File: src/rtl/ctrl_pkg.sv
// Shared encodings and the control bundle carried down the MIPS control pipeline.
package ctrl_pkg;

    localparam logic [5:0] OP_RTYPE = 6'b000000;
    localparam logic [5:0] OP_J     = 6'b000010;
    localparam logic [5:0] OP_JAL   = 6'b000011;
    localparam logic [5:0] OP_BEQ   = 6'b000100;
    localparam logic [5:0] OP_BNE   = 6'b000101;
    localparam logic [5:0] OP_ADDI  = 6'b001000;
    localparam logic [5:0] OP_SLTI  = 6'b001010;
    localparam logic [5:0] OP_ANDI  = 6'b001100;
    localparam logic [5:0] OP_ORI   = 6'b001101;
    localparam logic [5:0] OP_LW    = 6'b100011;
    localparam logic [5:0] OP_SW    = 6'b101011;

    localparam logic [5:0] FN_ADD = 6'b100000;
    localparam logic [5:0] FN_SUB = 6'b100010;
    localparam logic [5:0] FN_AND = 6'b100100;
    localparam logic [5:0] FN_OR  = 6'b100101;
    localparam logic [5:0] FN_SLT = 6'b101010;

    localparam logic [3:0] ALU_AND = 4'd0;
    localparam logic [3:0] ALU_OR  = 4'd1;
    localparam logic [3:0] ALU_ADD = 4'd2;
    localparam logic [3:0] ALU_SUB = 4'd6;
    localparam logic [3:0] ALU_SLT = 4'd7;

    typedef struct packed {
        logic       regwrite;
        logic       regdst;
        logic       alusrc;
        logic       branch;
        logic       bne;
        logic       memwrite;
        logic       memread;
        logic       memtoreg;
        logic       jump;
        logic       link;
        logic [3:0] aluctrl;
    } ctrl_t;

    localparam ctrl_t CTRL_BUBBLE = '0;

endpackage

File: src/rtl/ctrl_decode.sv
// Combinational opcode/funct decoder producing the control bundle for the ID stage.
module ctrl_decode
    import ctrl_pkg::*;
#(
    parameter int EXT_OPS = 1
) (
    input  logic [5:0] opcode,
    input  logic [5:0] funct,
    output ctrl_t      ctrl,
    output logic       ill,
    output logic       uses_rt
);

    always_comb begin
        ctrl    = CTRL_BUBBLE;
        ill     = 1'b0;
        uses_rt = 1'b0;
        case (opcode)
            OP_RTYPE: begin
                ctrl.regwrite = 1'b1;
                ctrl.regdst   = 1'b1;
                uses_rt       = 1'b1;
                case (funct)
                    FN_ADD:  ctrl.aluctrl = ALU_ADD;
                    FN_SUB:  ctrl.aluctrl = ALU_SUB;
                    FN_AND:  ctrl.aluctrl = ALU_AND;
                    FN_OR:   ctrl.aluctrl = ALU_OR;
                    FN_SLT:  ctrl.aluctrl = ALU_SLT;
                    default: ill = 1'b1;
                endcase
            end
            OP_LW: begin
                ctrl.regwrite = 1'b1;
                ctrl.alusrc   = 1'b1;
                ctrl.memread  = 1'b1;
                ctrl.memtoreg = 1'b1;
                ctrl.aluctrl  = ALU_ADD;
            end
            OP_SW: begin
                ctrl.alusrc   = 1'b1;
                ctrl.memwrite = 1'b1;
                ctrl.aluctrl  = ALU_ADD;
                uses_rt       = 1'b1;
            end
            OP_BEQ: begin
                ctrl.branch  = 1'b1;
                ctrl.aluctrl = ALU_SUB;
                uses_rt      = 1'b1;
            end
            OP_ADDI: begin
                ctrl.regwrite = 1'b1;
                ctrl.alusrc   = 1'b1;
                ctrl.aluctrl  = ALU_ADD;
            end
            OP_J: begin
                ctrl.jump    = 1'b1;
                ctrl.aluctrl = ALU_AND;
            end
            OP_ANDI, OP_ORI, OP_SLTI: begin
                if (EXT_OPS != 0) begin
                    ctrl.regwrite = 1'b1;
                    ctrl.alusrc   = 1'b1;
                    ctrl.aluctrl  = (opcode == OP_ANDI) ? ALU_AND :
                                    (opcode == OP_ORI)  ? ALU_OR  : ALU_SLT;
                end else begin
                    ill = 1'b1;
                end
            end
            OP_BNE: begin
                if (EXT_OPS != 0) begin
                    ctrl.branch  = 1'b1;
                    ctrl.bne     = 1'b1;
                    ctrl.aluctrl = ALU_SUB;
                    uses_rt      = 1'b1;
                end else begin
                    ill = 1'b1;
                end
            end
            OP_JAL: begin
                if (EXT_OPS != 0) begin
                    ctrl.jump     = 1'b1;
                    ctrl.link     = 1'b1;
                    ctrl.regwrite = 1'b1;
                end else begin
                    ill = 1'b1;
                end
            end
            default: ill = 1'b1;
        endcase
        // An illegal instruction must look exactly like a bubble downstream.
        if (ill) begin
            ctrl    = CTRL_BUBBLE;
            uses_rt = 1'b0;
        end
    end

endmodule

File: src/rtl/ctrl_pipe.sv
// Pipelined MIPS control: ID decode, ID/EX-EX/MEM-MEM/WB control registers,
// load-use hazard detection, branch/jump flush and EX-stage forwarding selects.
module ctrl_pipe
    import ctrl_pkg::*;
#(
    parameter int ALUCTRL_W = 4,
    parameter int RA_W      = 5,
    parameter int EXT_OPS   = 1
) (
    input  logic                 clk,
    input  logic                 rst_n,
    input  logic                 id_valid,
    input  logic [5:0]           id_opcode,
    input  logic [5:0]           id_funct,
    input  logic [RA_W-1:0]      id_rs,
    input  logic [RA_W-1:0]      id_rt,
    input  logic [RA_W-1:0]      id_rd,
    input  logic                 ex_zero,
    output logic [ALUCTRL_W-1:0] ex_aluctrl,
    output logic                 ex_alusrc,
    output logic                 ex_take,
    output logic [1:0]           fwd_a,
    output logic [1:0]           fwd_b,
    output logic                 mem_memwrite,
    output logic                 mem_memread,
    output logic                 wb_regwrite,
    output logic                 wb_memtoreg,
    output logic                 wb_link,
    output logic [RA_W-1:0]      wb_dst,
    output logic                 id_jump,
    output logic                 stall,
    output logic                 flush_ifid,
    output logic                 ill_op
);

    localparam logic [RA_W-1:0] RA_LINK = RA_W'(31);
    localparam logic [RA_W-1:0] RA_ZERO = '0;

    ctrl_t           dec_ctrl;
    logic            dec_ill;
    logic            dec_uses_rt;
    logic            id_live;
    logic            load_use;
    logic            bubble;
    logic [RA_W-1:0] dec_dst;

    // ID/EX stage
    logic            vld_p0, regwrite_p0, alusrc_p0, branch_p0, bne_p0;
    logic            memwrite_p0, memread_p0, memtoreg_p0, link_p0;
    logic [3:0]      aluctrl_p0;
    logic [RA_W-1:0] rs_p0, rt_p0, dst_p0;
    // EX/MEM stage
    logic            vld_p1, regwrite_p1, memwrite_p1, memread_p1, memtoreg_p1, link_p1;
    logic [RA_W-1:0] dst_p1;
    // MEM/WB stage
    logic            vld_p2, regwrite_p2, memtoreg_p2, link_p2;
    logic [RA_W-1:0] dst_p2;

    ctrl_decode #(.EXT_OPS(EXT_OPS)) u_decode (
        .opcode  (id_opcode),
        .funct   (id_funct),
        .ctrl    (dec_ctrl),
        .ill     (dec_ill),
        .uses_rt (dec_uses_rt)
    );

    // ID-facing outputs are masked while reset is held so nothing leaks out.
    assign id_live = id_valid & rst_n;
    assign dec_dst = dec_ctrl.link   ? RA_LINK :
                     dec_ctrl.regdst ? id_rd   : id_rt;

    assign ex_take  = branch_p0 & (ex_zero ^ bne_p0);
    assign load_use = memread_p0 & (dst_p0 != RA_ZERO) & id_live & ~dec_ill & ~dec_ctrl.jump
                    & ((dst_p0 == id_rs) | (dec_uses_rt & (dst_p0 == id_rt)));
    assign stall      = load_use & ~ex_take;
    assign id_jump    = id_live & ~dec_ill & dec_ctrl.jump & ~ex_take;
    assign flush_ifid = ex_take | id_jump;
    assign ill_op     = id_live & dec_ill;
    assign bubble     = ~id_live | dec_ill | ex_take | load_use;

    always_ff @(posedge clk or negedge rst_n) begin
        if (!rst_n) begin
            vld_p0      <= 1'b0;
            regwrite_p0 <= 1'b0;
            alusrc_p0   <= 1'b0;
            branch_p0   <= 1'b0;
            bne_p0      <= 1'b0;
            memwrite_p0 <= 1'b0;
            memread_p0  <= 1'b0;
            memtoreg_p0 <= 1'b0;
            link_p0     <= 1'b0;
            aluctrl_p0  <= '0;
            rs_p0       <= '0;
            rt_p0       <= '0;
            dst_p0      <= '0;
        end else if (bubble) begin
            vld_p0      <= 1'b0;
            regwrite_p0 <= 1'b0;
            alusrc_p0   <= 1'b0;
            branch_p0   <= 1'b0;
            bne_p0      <= 1'b0;
            memwrite_p0 <= 1'b0;
            memread_p0  <= 1'b0;
            memtoreg_p0 <= 1'b0;
            link_p0     <= 1'b0;
            aluctrl_p0  <= '0;
            rs_p0       <= '0;
            rt_p0       <= '0;
            dst_p0      <= '0;
        end else begin
            vld_p0      <= 1'b1;
            regwrite_p0 <= dec_ctrl.regwrite;
            alusrc_p0   <= dec_ctrl.alusrc;
            branch_p0   <= dec_ctrl.branch;
            bne_p0      <= dec_ctrl.bne;
            memwrite_p0 <= dec_ctrl.memwrite;
            memread_p0  <= dec_ctrl.memread;
            memtoreg_p0 <= dec_ctrl.memtoreg;
            link_p0     <= dec_ctrl.link;
            aluctrl_p0  <= dec_ctrl.aluctrl;
            rs_p0       <= id_rs;
            rt_p0       <= id_rt;
            dst_p0      <= dec_dst;
        end
    end

    // EX/MEM and MEM/WB advance every cycle, even during a stall.
    always_ff @(posedge clk or negedge rst_n) begin
        if (!rst_n) begin
            vld_p1      <= 1'b0;
            regwrite_p1 <= 1'b0;
            memwrite_p1 <= 1'b0;
            memread_p1  <= 1'b0;
            memtoreg_p1 <= 1'b0;
            link_p1     <= 1'b0;
            dst_p1      <= '0;
            vld_p2      <= 1'b0;
            regwrite_p2 <= 1'b0;
            memtoreg_p2 <= 1'b0;
            link_p2     <= 1'b0;
            dst_p2      <= '0;
        end else begin
            vld_p1      <= vld_p0;
            regwrite_p1 <= regwrite_p0;
            memwrite_p1 <= memwrite_p0;
            memread_p1  <= memread_p0;
            memtoreg_p1 <= memtoreg_p0;
            link_p1     <= link_p0;
            dst_p1      <= dst_p0;
            vld_p2      <= vld_p1;
            regwrite_p2 <= regwrite_p1;
            memtoreg_p2 <= memtoreg_p1;
            link_p2     <= link_p1;
            dst_p2      <= dst_p1;
        end
    end

    // EX/MEM wins over MEM/WB because it holds the younger result.
    always_comb begin
        fwd_a = 2'b00;
        fwd_b = 2'b00;
        if (vld_p1 && regwrite_p1 && (dst_p1 != RA_ZERO) && (dst_p1 == rs_p0))
            fwd_a = 2'b10;
        else if (vld_p2 && regwrite_p2 && (dst_p2 != RA_ZERO) && (dst_p2 == rs_p0))
            fwd_a = 2'b01;
        if (vld_p1 && regwrite_p1 && (dst_p1 != RA_ZERO) && (dst_p1 == rt_p0))
            fwd_b = 2'b10;
        else if (vld_p2 && regwrite_p2 && (dst_p2 != RA_ZERO) && (dst_p2 == rt_p0))
            fwd_b = 2'b01;
    end

    assign ex_aluctrl   = ALUCTRL_W'(aluctrl_p0);
    assign ex_alusrc    = alusrc_p0;
    assign mem_memwrite = memwrite_p1;
    assign mem_memread  = memread_p1;
    assign wb_regwrite  = vld_p2 & regwrite_p2;
    assign wb_memtoreg  = memtoreg_p2;
    assign wb_link      = link_p2;
    assign wb_dst       = dst_p2;

endmodule
File: config.mk
export PLATFORM = sky130hd
export DESIGN_NAME = ctrl_pipe
export DESIGN_NICKNAME = d
export VERILOG_FILES = /design/src/rtl/ctrl_pkg.sv /design/src/rtl/ctrl_decode.sv /design/src/rtl/ctrl_pipe.sv
export SDC_FILE = /design/constraint.sdc
export NUM_CORES = 1
export LEC_CHECK = 0
export ABC_AREA = 1
export ABC_CLOCK_PERIOD_IN_PS = 2000
export CORE_UTILIZATION = 50
export CTS_CLUSTER_DIAMETER = 30
export DETAILED_ROUTE_END_ITERATION = 10
export GPL_ROUTABILITY_DRIVEN = 0
export PLACE_DENSITY = 0.91
export SYNTH_ARGS = -nofsm -noshare
export SYNTH_HDL_FRONTEND = slang
export SYNTH_SLANG_ARGS = --single-unit
File: constraint.sdc
create_clock -name clk -period 2 [get_ports clk]
set_clock_uncertainty 0.1 [all_clocks]
set_input_delay 0.2 -clock clk [delete_from_list [all_inputs] [get_ports clk]]
set_output_delay 0.2 -clock clk [all_outputs]
set_load 0.05 [all_outputs]
Yosys cells after proc, flatten, opt, wreduce, memory -nomap -nowiden. Cells that the tools add are included.

Register bits after elaboration: 48. Output and inout port bits: 24. Input bits: 31. Logic and storage cells: 128.

Mux-type cells: 37. Bitwise logic cells: 24. Equal/unequal tests: 21. Reductions and logical operators: 21.

Operator list (count): 6-bit == test, second input constant (7); 5-bit == test (6); 5-bit two-way mux (5); 6-bit by 4-bit == test with 1-bit output, second input constant (4); 1-bit two-way mux (22); 4-bit case mux with 4 select lines (1); 5-bit nonzero test (3); 1-bit AND (14); 14-bit two-way mux (1); 6-bit by 2-bit == test with 1-bit output, second input constant (2); 6-bit by 3-bit == test with 1-bit output, second input constant (2); 3-bit case mux with 4 select lines (1); 10-bit OR reduction (1); 1-bit logical AND (8); 4-bit two-way mux (2); 7-bit OR reduction (1); 6-bit zero test (1); 2-bit two-way mux (3); 3-bit OR reduction (2); 6-bit OR reduction (1); 1-bit OR (5); 5-bit OR reduction (1); 1-bit NOT (4); 2-bit OR reduction (2); 4 further kinds (4).

Longest topological paths before layout.
Depth in word-level cells: 10. Gate-level depth with buffers: 12. Gate-level depth less buffers: 12.

Modules after synthesis. From an unflattened synthesis, not the netlist that was laid out.

Cell total of the unflattened synthesis: 291. Area, all modules: 2417.3 sq um.

Modules (own cells, without submodules): ctrl_pipe (area an instance 2011.9 sq um, instances 1, sequential area each 1201.2 sq um, cells each 216); ctrl_decode (area an instance 405.4 sq um, instances 1, sequential area each 0.0 sq um, cells each 75).

Worst setup path before layout. No wires, ideal clock.

Path kind: reg-to-output. Start: register dst_p1[0]. End: output port fwd_a[0]. Arrival: 2.903 ns. Cell stages (with the launch flop): 5. Data required time: 1.700 ns. Path buffers: 0. Path slack: -1.203 ns. Cell sequence: dfrtp_1 > xnor2_1 > nand3_1 > nor4_1 > nor3_1.

Longest elaborated chain between the ends: 4. Elaborated cells between the ends (all ways): 5. Those cells by class: 1 x eq/ne; 1 x mux; 3 x reduce/logical.

RTL lines: from (decl) (RTL line ctrl_pipe.sv:54) `logic [RA_W-1:0] dst_p1;`; from (signal assigned) (RTL line ctrl_pipe.sv:149) `dst_p1 <= dst_p0;`; 5-bit nonzero test (RTL line ctrl_pipe.sv:162) `if (vld_p1 && regwrite_p1 && (dst_p1 != RA_ZERO) && (dst_p1 == rs_p0))`; 1-bit logical AND (RTL line ctrl_pipe.sv:162); 1-bit logical AND * (RTL line ctrl_pipe.sv:162); 2-bit two-way mux * (RTL line ctrl_pipe.sv:162); to (decl) (RTL line ctrl_pipe.sv:22) `output logic [1:0] fwd_a,`.

Every way passes the cells marked *; elsewhere a longest branch is shown, timed or not.

Worst setup path after layout.
Start: register dst_p0[2]. End: output port stall.

Longest elaborated chain between the ends: 7. Elaborated cells between the ends (all ways): 11. Those cells by class: 2 x eq/ne; 8 x bitwise; 1 x reduce/logical.

RTL lines: from (decl) (RTL line ctrl_pipe.sv:51) `logic [RA_W-1:0] rs_p0, rt_p0, dst_p0;`; from (signal assigned) (RTL line ctrl_pipe.sv:123) `dst_p0 <= dec_dst;`; 5-bit nonzero test (RTL line ctrl_pipe.sv:73) `assign load_use = memread_p0 & (dst_p0 != RA_ZERO) & id_live & ~dec_ill & ~dec_ctrl.jump`; 1-bit AND (4 in series) (RTL line ctrl_pipe.sv:73); 1-bit AND * (RTL line ctrl_pipe.sv:74) `& ((dst_p0 == id_rs) | (dec_uses_rt & (dst_p0 == id_rt)));`; 1-bit AND * (RTL line ctrl_pipe.sv:75) `assign stall = load_use & ~ex_take;`; to (decl) (RTL line ctrl_pipe.sv:31) `output logic stall,`.

Marks and branches as above.

==> impl_results.md <==
* Ant. Diodes at 0
* Switch share at 25.2%
* Routed WL at 6.70 mm
* Via count at 2255
* Fin. Hold Viols at 0
* Syn Area/Cell at 8.45 sq um
* CP Cell Sequence: inv_1, nand2_1, nand2_1, nor2_1, nand3_2, o21ai_2, nand2_2, nor2_4, buf_12
* Setup violations, final at 1
* Largest family of logic cells by synthesized area: simple AND/OR/NAND/NOR gates
* Leakage at 1.87 nW
* FP Rows at 24
* Die ar. at 0.00501 sq mm
* Total gr overflow at 0
* Sequential-to-total area share from yosys stat at 47.6%
* Worst Hold Path EP: rt_p0[0]$_DFF_PN0_
* Post-synthesis mux area share at 0%
* Max-slew headroom at 63.4%
* Final Core Density at 80.8%
* Type of the worst setup path: reg2out
* Comb power frac at 16.8%
* Synth Area in Compound Gates at 3.54%
* Cell area after layout at 0.00359 sq mm
* Routed Antenna Nets at 0
* Hold Crit Depth at 4
* Total number of yosys warnings at 0
* First-pass GRT wire length at 10.9 mm
* Worst R2R Path Depth at 10
* Starting density of the core at 53.3%
* Total CTS buffers at 5
* Critical path's slowest cell: dfrtp_1
* Critical Path Fanout Max at 4
* Total power at 1.91 mW
* Post-synth EDFFs at 0
* R2r setup slk at 40 ps
* Worst min path class: in2reg
* Post-Synthesis Cells at 280
* CTS tree: built
* First-pass DRT Iterations at 9
* Initial antenna violation count at 0
* Top_reg_cell synth: dfrtp_1
* Post-synthesis net count at 311
* Placed Area at 0.00332 sq mm
* Post-synthesis xor/xnor area fraction at 8.88%
* CP most frequent cell: nand2_1
* Setup crit end kind: output pin
* Reg2reg end: memread_p0$_DFF_PN0_
* Max Freq at 0.497 GHz
* Crit path time final at 2010 ps
* Final Max Tran Viols at 0
* I/O Pins at 55
* Fraction of layout cells with a size suffix above 1 at 30.5%
* Layout Area Growth over Synthesis at 51.7%
* Register share of total power at 48.8%
* Vias per inst at 5.22
* Reg2reg start: dst_p0[2]$_DFF_PN0_
* Power per cell area at 532 mW/mm^2
* Worst slack at placement at -272 ps
* Die height at 70.8 um
* Clock Power Share at 34.4%
* CP peak stage delay at 430 ps
* Final period util at 101%
* Crit path required time at 1700 ps
* Maximum VDD drop at 0.378 mV
* #FFs+latches synth at 45
* CTS root buf: clkbuf_8
* Max cap viols at 0
* Setup crit start kind: register
* Initial DRC count at 163
* Clock Sinks at 45
* Chip width at 70.8 um
* Status: complete, but fails checks
* Hold Crit Start: id_rt[0]
* # nets final at 411
* Post-Synth Simple-Gate Area at 31.3%
* CTS Buffer Depth at 2
* I/O Buffers at 53
* Worst-margin pin slew at 549 ps
* Final worst-path setup slack at -13.8 ps
* Overall global routing resource usage at 28.5%
* H-tree depth at 2
* DR WL/cell at 15.5 um
* Largest net degree at the start of global routing at 46
* Vias in the first global route at 2370
* Switching power at 481 uW
* FFs w/ async S/R, synth at 100%
* Worst-Skew Late Latency at 300 ps
* Placeable Area at 0.00444 sq mm
* CP arrival at 1710 ps
* Failing checks: DRC, setup timing
* Int Pwr at 1.43 mW
* Residual DRC at 2
* RSZ-0062 raised after global routing: true
* Yosys cell types at 30
* HPWL Detailed at 4.74 mm
* Hold WS at 226 ps
* Worst-path clk slew at 80 ps
* Post-Syn Area at 0.00237 sq mm
* Post-Synth Adder-Cell Area at 0%
[metal layers]
| metal | global-route usage [%] | up-vias | wire, um |
|---|---|---|---|
| met2 | 54.0 | 106 | 3730 |
| met3 | 3.70 | 27 | 258 |
| met4 | 15.3 | 0 | 253 |
| met5 | 0 | - | 0 |
| met1 | 30.6 | 1053 | 2450 |
| li1 | - | 1069 | - |
[cells by family after synthesis]
kind of cell / Yosys count
AO/OA/AOI/OAI: 13
XOR/XNOR: 24
buffers and inverters: 47
flip-flops: 45
other: 1
AND/OR/NAND/NOR: 150
[final cells by class]
cell class	count	area (sq um)
Tap cell	52	65.1
Sequential cell	45	1130
Fill cell	256	853
Inverter	43	161
Multi-Input combinational cell	188	1190
Timing Repair Buffer	97	936
Clock buffer	5	68.8
Clock inverter	2	35.0
[sequential cells by signal, summed over array words and instances, names as in the netlist, 3 cells and up]
| signal | cells |
|---|---|
| dst_p0 | 5 |
| rs_p0 | 5 |
| dst_p1 | 5 |
| ex_aluctrl | 3 |
| wb_dst | 5 |
| rt_p0 | 5 |
[cell usage in the layout, fill, tap and decap left out, types with 2 or more instances in the layout]
cell and instances:
nand2_2 5, nor2_1 38, nand2_1 38, nand2_4 3
nor2_2 18, clkdlybuf4s50_1 32, dlygate4sd2_1 8, buf_4 41
nor3_1 4, clkbuf_8 5, dlymetal6s2s_1 3, nand4_1 6
inv_2 3, nor3_4 2, xnor2_1 12, nor4_4 2
o21ai_0 3, nand3b_1 3, buf_12 7, nand3_4 2
inv_1 40, buf_6 4, xor2_1 11, nor2_4 3
dfrtp_2 6, dfrtp_1 39, nand3_1 18, nand3_2 5
[worst max-delay path, delay by kind of cell (launching register included)]
kind / cells / cell delay, ps
simple gates: 6 / 570
flops: 1 / 430
buf+inv: 2 / 240
compound gates: 1 / 190
[power by group through the flow]
stage / Sequential [mW] / Combinational [mW] / Clock [mW]
2_1_floorplan: 0.954 / 0.126 / 0
3_3_place_gp: 0.948 / 0.285 / 0
3_5_place_dp: 0.950 / 0.298 / 0
4_1_cts: 0.931 / 0.307 / 0.656
6_report: 0.932 / 0.321 / 0.656
5_1_grt: 0.934 / 0.345 / 0.706
[per-stage QoR]
stage / TNS, ps / cells
global route: -197 / 432
floorplan: 0 / 280
global placement: -2470 / 418
detailed placement: -5530 / 418
finish: -13.8 / 432
CTS: 0 / 431
[cells in the mapped netlist, drive strengths merged, types with 2 or more instances]
cell / number / share of area, %
nor2: 60 / 13
nand2: 46 / 8.5
dfrtp: 45 / 48
inv: 43 / 6.8
nand3: 25 / 5.5
xnor2: 13 / 4.8
xor2: 11 / 4.1
nor3: 7 / 1.5
nand4: 6 / 1.6
o21ai: 5 / 1.1
buf: 4 / 1.7
nand3b: 3 / 0.95
a21oi: 2 / 0.42
nor4: 2 / 0.53
[repair_timing]
action,CTS,global route
resized for setup,27,18
gates cloned,0,0
setup endpoints to repair,4,5
pin swaps,8,9
hold buffers,1,0
buffers inserted,5,3
endpoints found under the hold margin,45,0
[worst max-delay path by stage]
stage | start | endpoint | slack (ps) | cells past startpoint
after floorplan | id_opcode[5] | stall | 0.2 | 10
after global routing | dst_p0[0]$_DFF_PN0_ | stall | -110 | 9
after global placement | id_opcode[2] | ill_op | -180 | 10
final | dst_p0[2]$_DFF_PN0_ | stall | -10 | 9
after detailed placement | id_opcode[2] | memread_p0$_DFF_PN0_ | -270 | 12
after CTS | dst_p0[4]$_DFF_PN0_ | stall | 3 | 8
Note: power is estimated with default switching activity, not from simulation.
==> variant 1 (same settings) <==
`EXT_OPS` is set to 1 in 2 places; all go to 0.
--- a/src/rtl/ctrl_decode.sv
+++ b/src/rtl/ctrl_decode.sv
@@ -2,7 +2,7 @@
 module ctrl_decode
     import ctrl_pkg::*;
 #(
-    parameter int EXT_OPS = 1
+    parameter int EXT_OPS = 0
 ) (
     input  logic [5:0] opcode,
     input  logic [5:0] funct,
--- a/src/rtl/ctrl_pipe.sv
+++ b/src/rtl/ctrl_pipe.sv
@@ -5,7 +5,7 @@
 #(
     parameter int ALUCTRL_W = 4,
     parameter int RA_W      = 5,
-    parameter int EXT_OPS   = 1
+    parameter int EXT_OPS   = 0
 ) (
     input  logic                 clk,
     input  logic                 rst_n,
Formal check against the unedited RTL: not equivalent (Yosys sat finds a counterexample within 4 cycles, from zero or initial values and one cycle with rst_n low).
==> variant 1 against the unedited design <==
Wire length decreased by 28%; sequential cell count decreased by 4; critical path type is now input pin to output pin; final area decreased by 14%; total power decreased by 17%; worst setup slack improved by 0.094 ns; highest routed layer unchanged; sequential power decreased by 9.8%; synthesized area decreased by 9.5%.
==> variant 1: results (changes against the unedited design) <==
HPWL after DPL -> 3633 um (-23%)
Crit-path leading delay family -> buffers and inverters
Status -> finished, final reports clean
DRT Pass-1 Iters -> 4 (-5)
Fillcell total -> 263 (+2.7%)
HP Start -> id_opcode[5]
Nets -> 358 (-13%)
Leakage -> 0.001645 uW (-12%)
Top area cells in the synthesized netlist -> dfrtp_1 48%, nand2_1 7.9%, inv_1 7.0%
Synth Area in Compound Gates -> 2.453% (-1.1 points)
Wire length per cell -> 12.79 um (-18%)
Post-placement cell count -> 367 (-12%)
Unique masters post-synth -> 25 (-17%)
Gr usage total -> 23.21% (-5.2 points)
Crit Path Max Fanout -> 5 (+1)
Worst setup path start -> id_funct[5]
Most frequent cells after synthesis -> 45 x nand2_1, 41 x dfrtp_1, 40 x inv_1
Worst vdd ir -> 0.2508 mV (-34%)
CP max stage delay -> 0.45 ns (+0.02 ns)
DR vias/cell -> 4.944 (-5.3%)
Clk buf depth -> 2 (unchanged)
Clock Root Buffer -> clkbuf_8
Sw frac -> 24.08% (-1.1 points)
Post-synthesis xor/xnor area fraction -> 8.995% (+0.12 points)
Multi-input combinational cell area -> 988.4 um^2 (-17%)
Layout cells sized above 1 -> 25.99% (-4.5 points)
Initial DRC count -> 46 (-72%)
Sequential area share after synthesis -> 47.90% (+0.33 points)
Post-synthesis mux area share -> 0% (unchanged)
Synth async-reset ratio -> 100.0% (unchanged)
Crit path arrival time -> 1.62 ns (-0.09 ns)
# port buffers -> 52 (-1.9%)
Synthesized area per cell -> 8.367 um^2 (-1.0%)
Final Instance Count excl. Fillers -> 377 (-13%)
Largest net degree at the start of global routing -> 42 (-8.7%)
DP Area -> 0.002892 mm^2 (-13%)
Vias in the first global route -> 1763 (-26%)
First-pass GRT wire length -> 7590 um (-30%)
## variant 1: stage by stage
step / worst slack, ns / total power (uW) / TNS, ns
global route: -0.02376 / 1649 / -0.02376
CTS: -0.02283 / 1600 / -0.02283
global placement: -0.06366 / 1059 / -0.06366
floorplan: -0.05343 / 951.7 / -0.05343
detailed placement: -0.09806 / 1067 / -0.4932
finish: 0.08039 / 1590 / 0
## variant 1: worst paths after layout
kind	end	slack, ns	cells after the start
max in group asynchronous	dst_p0[2]	0.95	3
worst min-delay path	memwrite_p0	0.23	5
worst max-delay path	stall	0.08	10
worst max register to register	regwrite_p0	0.45	11
min in group asynchronous	dst_p0[3]	0.48	3
worst min register to register	vld_p1	0.25	0
## variant 1: metal layers
layer	GRT usage, %	up-vias	wire length (um)
met3	5.574	10	199
li1	-	910	-
met4	9.574	0	80
met1	24.97	898	1816
met5	0	-	0
met2	43.00	46	2726
## variant 1: logic make-up (layout without fill, tap and decap cells)
family	Yosys count	after routing
AOI/OAI and AO/OA	9	9
xor gates and xnor gates	22	22
buffers and inverters	49	119
DFF	41	41
other	1	2
and+or+nand+nor	134	134
## variant 1: power by group through the flow
stage / Combinational, uW / Clock, uW / Sequential, uW
finish: 219 / 529 / 841
CTS: 216 / 543 / 841
floorplan: 91.9 / 0 / 860
detailed placement: 209 / 0 / 857
global route: 240 / 568 / 842
global placement: 203 / 0 / 856
## variant 1: final cells by class
cell class	count	share of cell area [%]
multi-input cells	167	32.02
inverters	44	5.351
clock buffers	7	2.797
flip-flops and latches	41	33.28
well taps	50	2.027
repair buffers	68	24.52
## variant 1: repair_timing
item / 4_1_cts / 5_1_grt
setup endpoints to repair: 2 / 4
buffers inserted: 1 / 1
pin swaps: 1 / 8
hold buffers: 1 / 0
resized for setup: 6 / 23
hold endpoints to repair: 41 / 0
==> variant 2 (same flow settings) <==
Made on the original files. Make the reset (`rst_n`) synchronous in 2 clocked blocks.
--- a/src/rtl/ctrl_pipe.sv
+++ b/src/rtl/ctrl_pipe.sv
@@ -78,7 +78,7 @@
     assign ill_op     = id_live & dec_ill;
     assign bubble     = ~id_live | dec_ill | ex_take | load_use;
 
-    always_ff @(posedge clk or negedge rst_n) begin
+    always_ff @(posedge clk) begin
         if (!rst_n) begin
             vld_p0      <= 1'b0;
             regwrite_p0 <= 1'b0;
@@ -125,7 +125,7 @@
     end
 
     // EX/MEM and MEM/WB advance every cycle, even during a stall.
-    always_ff @(posedge clk or negedge rst_n) begin
+    always_ff @(posedge clk) begin
         if (!rst_n) begin
             vld_p1      <= 1'b0;
             regwrite_p1 <= 1'b0;
Check against the original RTL: differs if rst_n is asserted again (counterexample within 4 cycles, from zero or initial values and one cycle with rst_n low); with rst_n held inactive, the same outputs for 10 cycles.
==> variant 2 against the unedited design <==
The flow finishes with violations (negative setup slack); first-iteration DRC count shrank 28%; wire length shrank 0.97%; worst setup slack lost 0.094 ns; total power shrank 1.4%; via count grew 1.6%; fmax shrank 4.5%; global-route usage shrank 1.1 points; register-to-register slack lost 0.04 ns; synthesized area shrank 11%; clock power grew 8.8%; final area shrank 8.4%; sequential cell count is the same; largest cell class unchanged; largest power group unchanged.
==> variant 2: results (changes against the unedited design) <==
H-tree depth -> 2 (unchanged)
Top area cells in the synthesized netlist -> dfxtp_1 43%, nand2_1 12%, nor2_1 9.8%
Layout cells sized above 1 -> 26.61% (-3.9 points)
Sequential area share after synthesis -> 42.78% (-4.8 points)
DR vias/cell -> 5.240 (+0.39%)
# port buffers -> 53 (unchanged)
Synth async-reset ratio -> 0% (-100 points)
Pre-CTS WS -> -0.2664 ns (+0.005135 ns)
Clk_lat worst skew -> 0.30 ns (about the same)
Yosys warning total -> 0 (unchanged)
Initial DRC count -> 117 (-28%)
Sw Pwr -> 454.4 uW (-5.5%)
Setup_tns -> -0.1080 ns (-0.09411 ns)
Largest net degree at the start of global routing -> 20 (-57%)
Setup Viol. Count Final -> 1 (unchanged)
Crit-path leading delay family -> simple AND/OR/NAND/NOR gates
HPWL after DPL -> 4123 um (-13%)
Failing checks -> negative setup slack
Clock Root Buffer -> clkbuf_8
First-pass GRT wire length -> 9025 um (-17%)
CTS clk-pin slew, worst paths -> 0.08 ns (about the same)
Slowest-stage cell, CP -> nor3_1
Hold Crit Class -> input pin to register
Post-route setup slack -> -0.1080 ns (-0.09411 ns)
Leakage -> 0.001749 uW (-6.4%)
Gr usage total -> 27.34% (-1.1 points)
Slew Limit Headroom -> 61.24% (-2.1 points)
Initial antenna violation count -> 0 (unchanged)
Wire length per cell -> 15.18 um (-2.1%)
Unique masters post-synth -> 26 (-13%)
Num CTS Buffers -> 5 (unchanged)
Vias in the first global route -> 2139 (-9.7%)
Most frequent cells after synthesis -> 67 x nand2_1, 55 x nor2_1, 51 x inv_1
Net Count, Synth -> 331 (+6.4%)
Crit path arrival time -> 1.81 ns (+0.10 ns)
Clk buf depth -> 2 (unchanged)
Worst vdd ir -> 0.3630 mV (-4.0%)
Crit Path Max Fanout -> 4 (unchanged)
Nets -> 417 (+1.5%)
DRT Pass-1 Iters -> 5 (-4)
Diodes inserted -> 0 (unchanged)
CP max stage delay -> 0.38 ns (-0.05 ns)
Fillcell total -> 228 (-11%)
Status -> finished, violations left
[variant 2: area by class of cell]
cell class	instances	area share (%)
timing repair buffer	84	25.57
tap	50	1.903
multi-input combinational	198	35.12
clock inverter	1	0.9132
sequential	45	27.85
inverter	52	6.012
clock buffer	7	2.626
[variant 2: metal layers]
metal  up-vias  GRT usage [%]  wire, um
met1      1055          27.08      2381
li1       1073              -         -
met2       131          53.28      3478
met3        31          4.281       465
met4         0          14.36       309
met5         -              0         0
[variant 2: cells by family after synthesis]
| kind of cell | synth area share, % |
|---|---|
| simple gates | 32.86 |
| flops | 42.78 |
| compound gates | 2.733 |
| buf+inv | 11.05 |
| other cells | 0.1781 |
| xor+xnor | 10.40 |
[variant 2: tightest hold or removal path, cell delays in order]
cell,delay (ns)
dlymetal6s2s_1,0.13
inv_1,0.08
buf_4,0.11
nor2_1,0.03
[variant 2: final timing paths]
| kind | startpoint | to | slack, ns | cells after the start |
|---|---|---|---|---|
| setup / recovery | dst_p0[2] | stall | -0.11 | 8 |
| setup reg to reg | dst_p0[2] | rt_p0[0] | 0 | 10 |
| hold / removal | id_rt[2] | rt_p0[2] | 0.19 | 4 |
| hold reg to reg | vld_p0 | vld_p1 | 0.34 | 2 |
[variant 2: per-stage QoR]
stage	hold WS (ns)	instances	total power (uW)	area, um^2	util, %
final	0.1879	437	1883	3288	81.61
after global routing	0.2131	437	1939	3288	81.61
after CTS	0.3090	431	1846	3117	77.36
after detailed placement	0.3052	422	1163	2950	73.23
after global placement	0.2944	422	1152	2950	73.23
after floorplan	0.2122	300	1033	2137	-
[variant 2: repair_timing]
action | 4_1_cts | 5_1_grt
resized for setup | 24 | 50
buffers inserted | 1 | 6
pin swaps | 8 | 20
endpoints found under the setup margin | 6 | 3
[variant 2: power by group through the flow]
stage | clock network (uW) | logic (uW) | registers [uW]
after CTS | 701 | 233 | 912
after global routing | 752 | 279 | 908
after global placement | 0 | 220 | 932
after detailed placement | 0 | 230 | 933
after floorplan | 0 | 99.6 | 934
final | 714 | 262 | 908
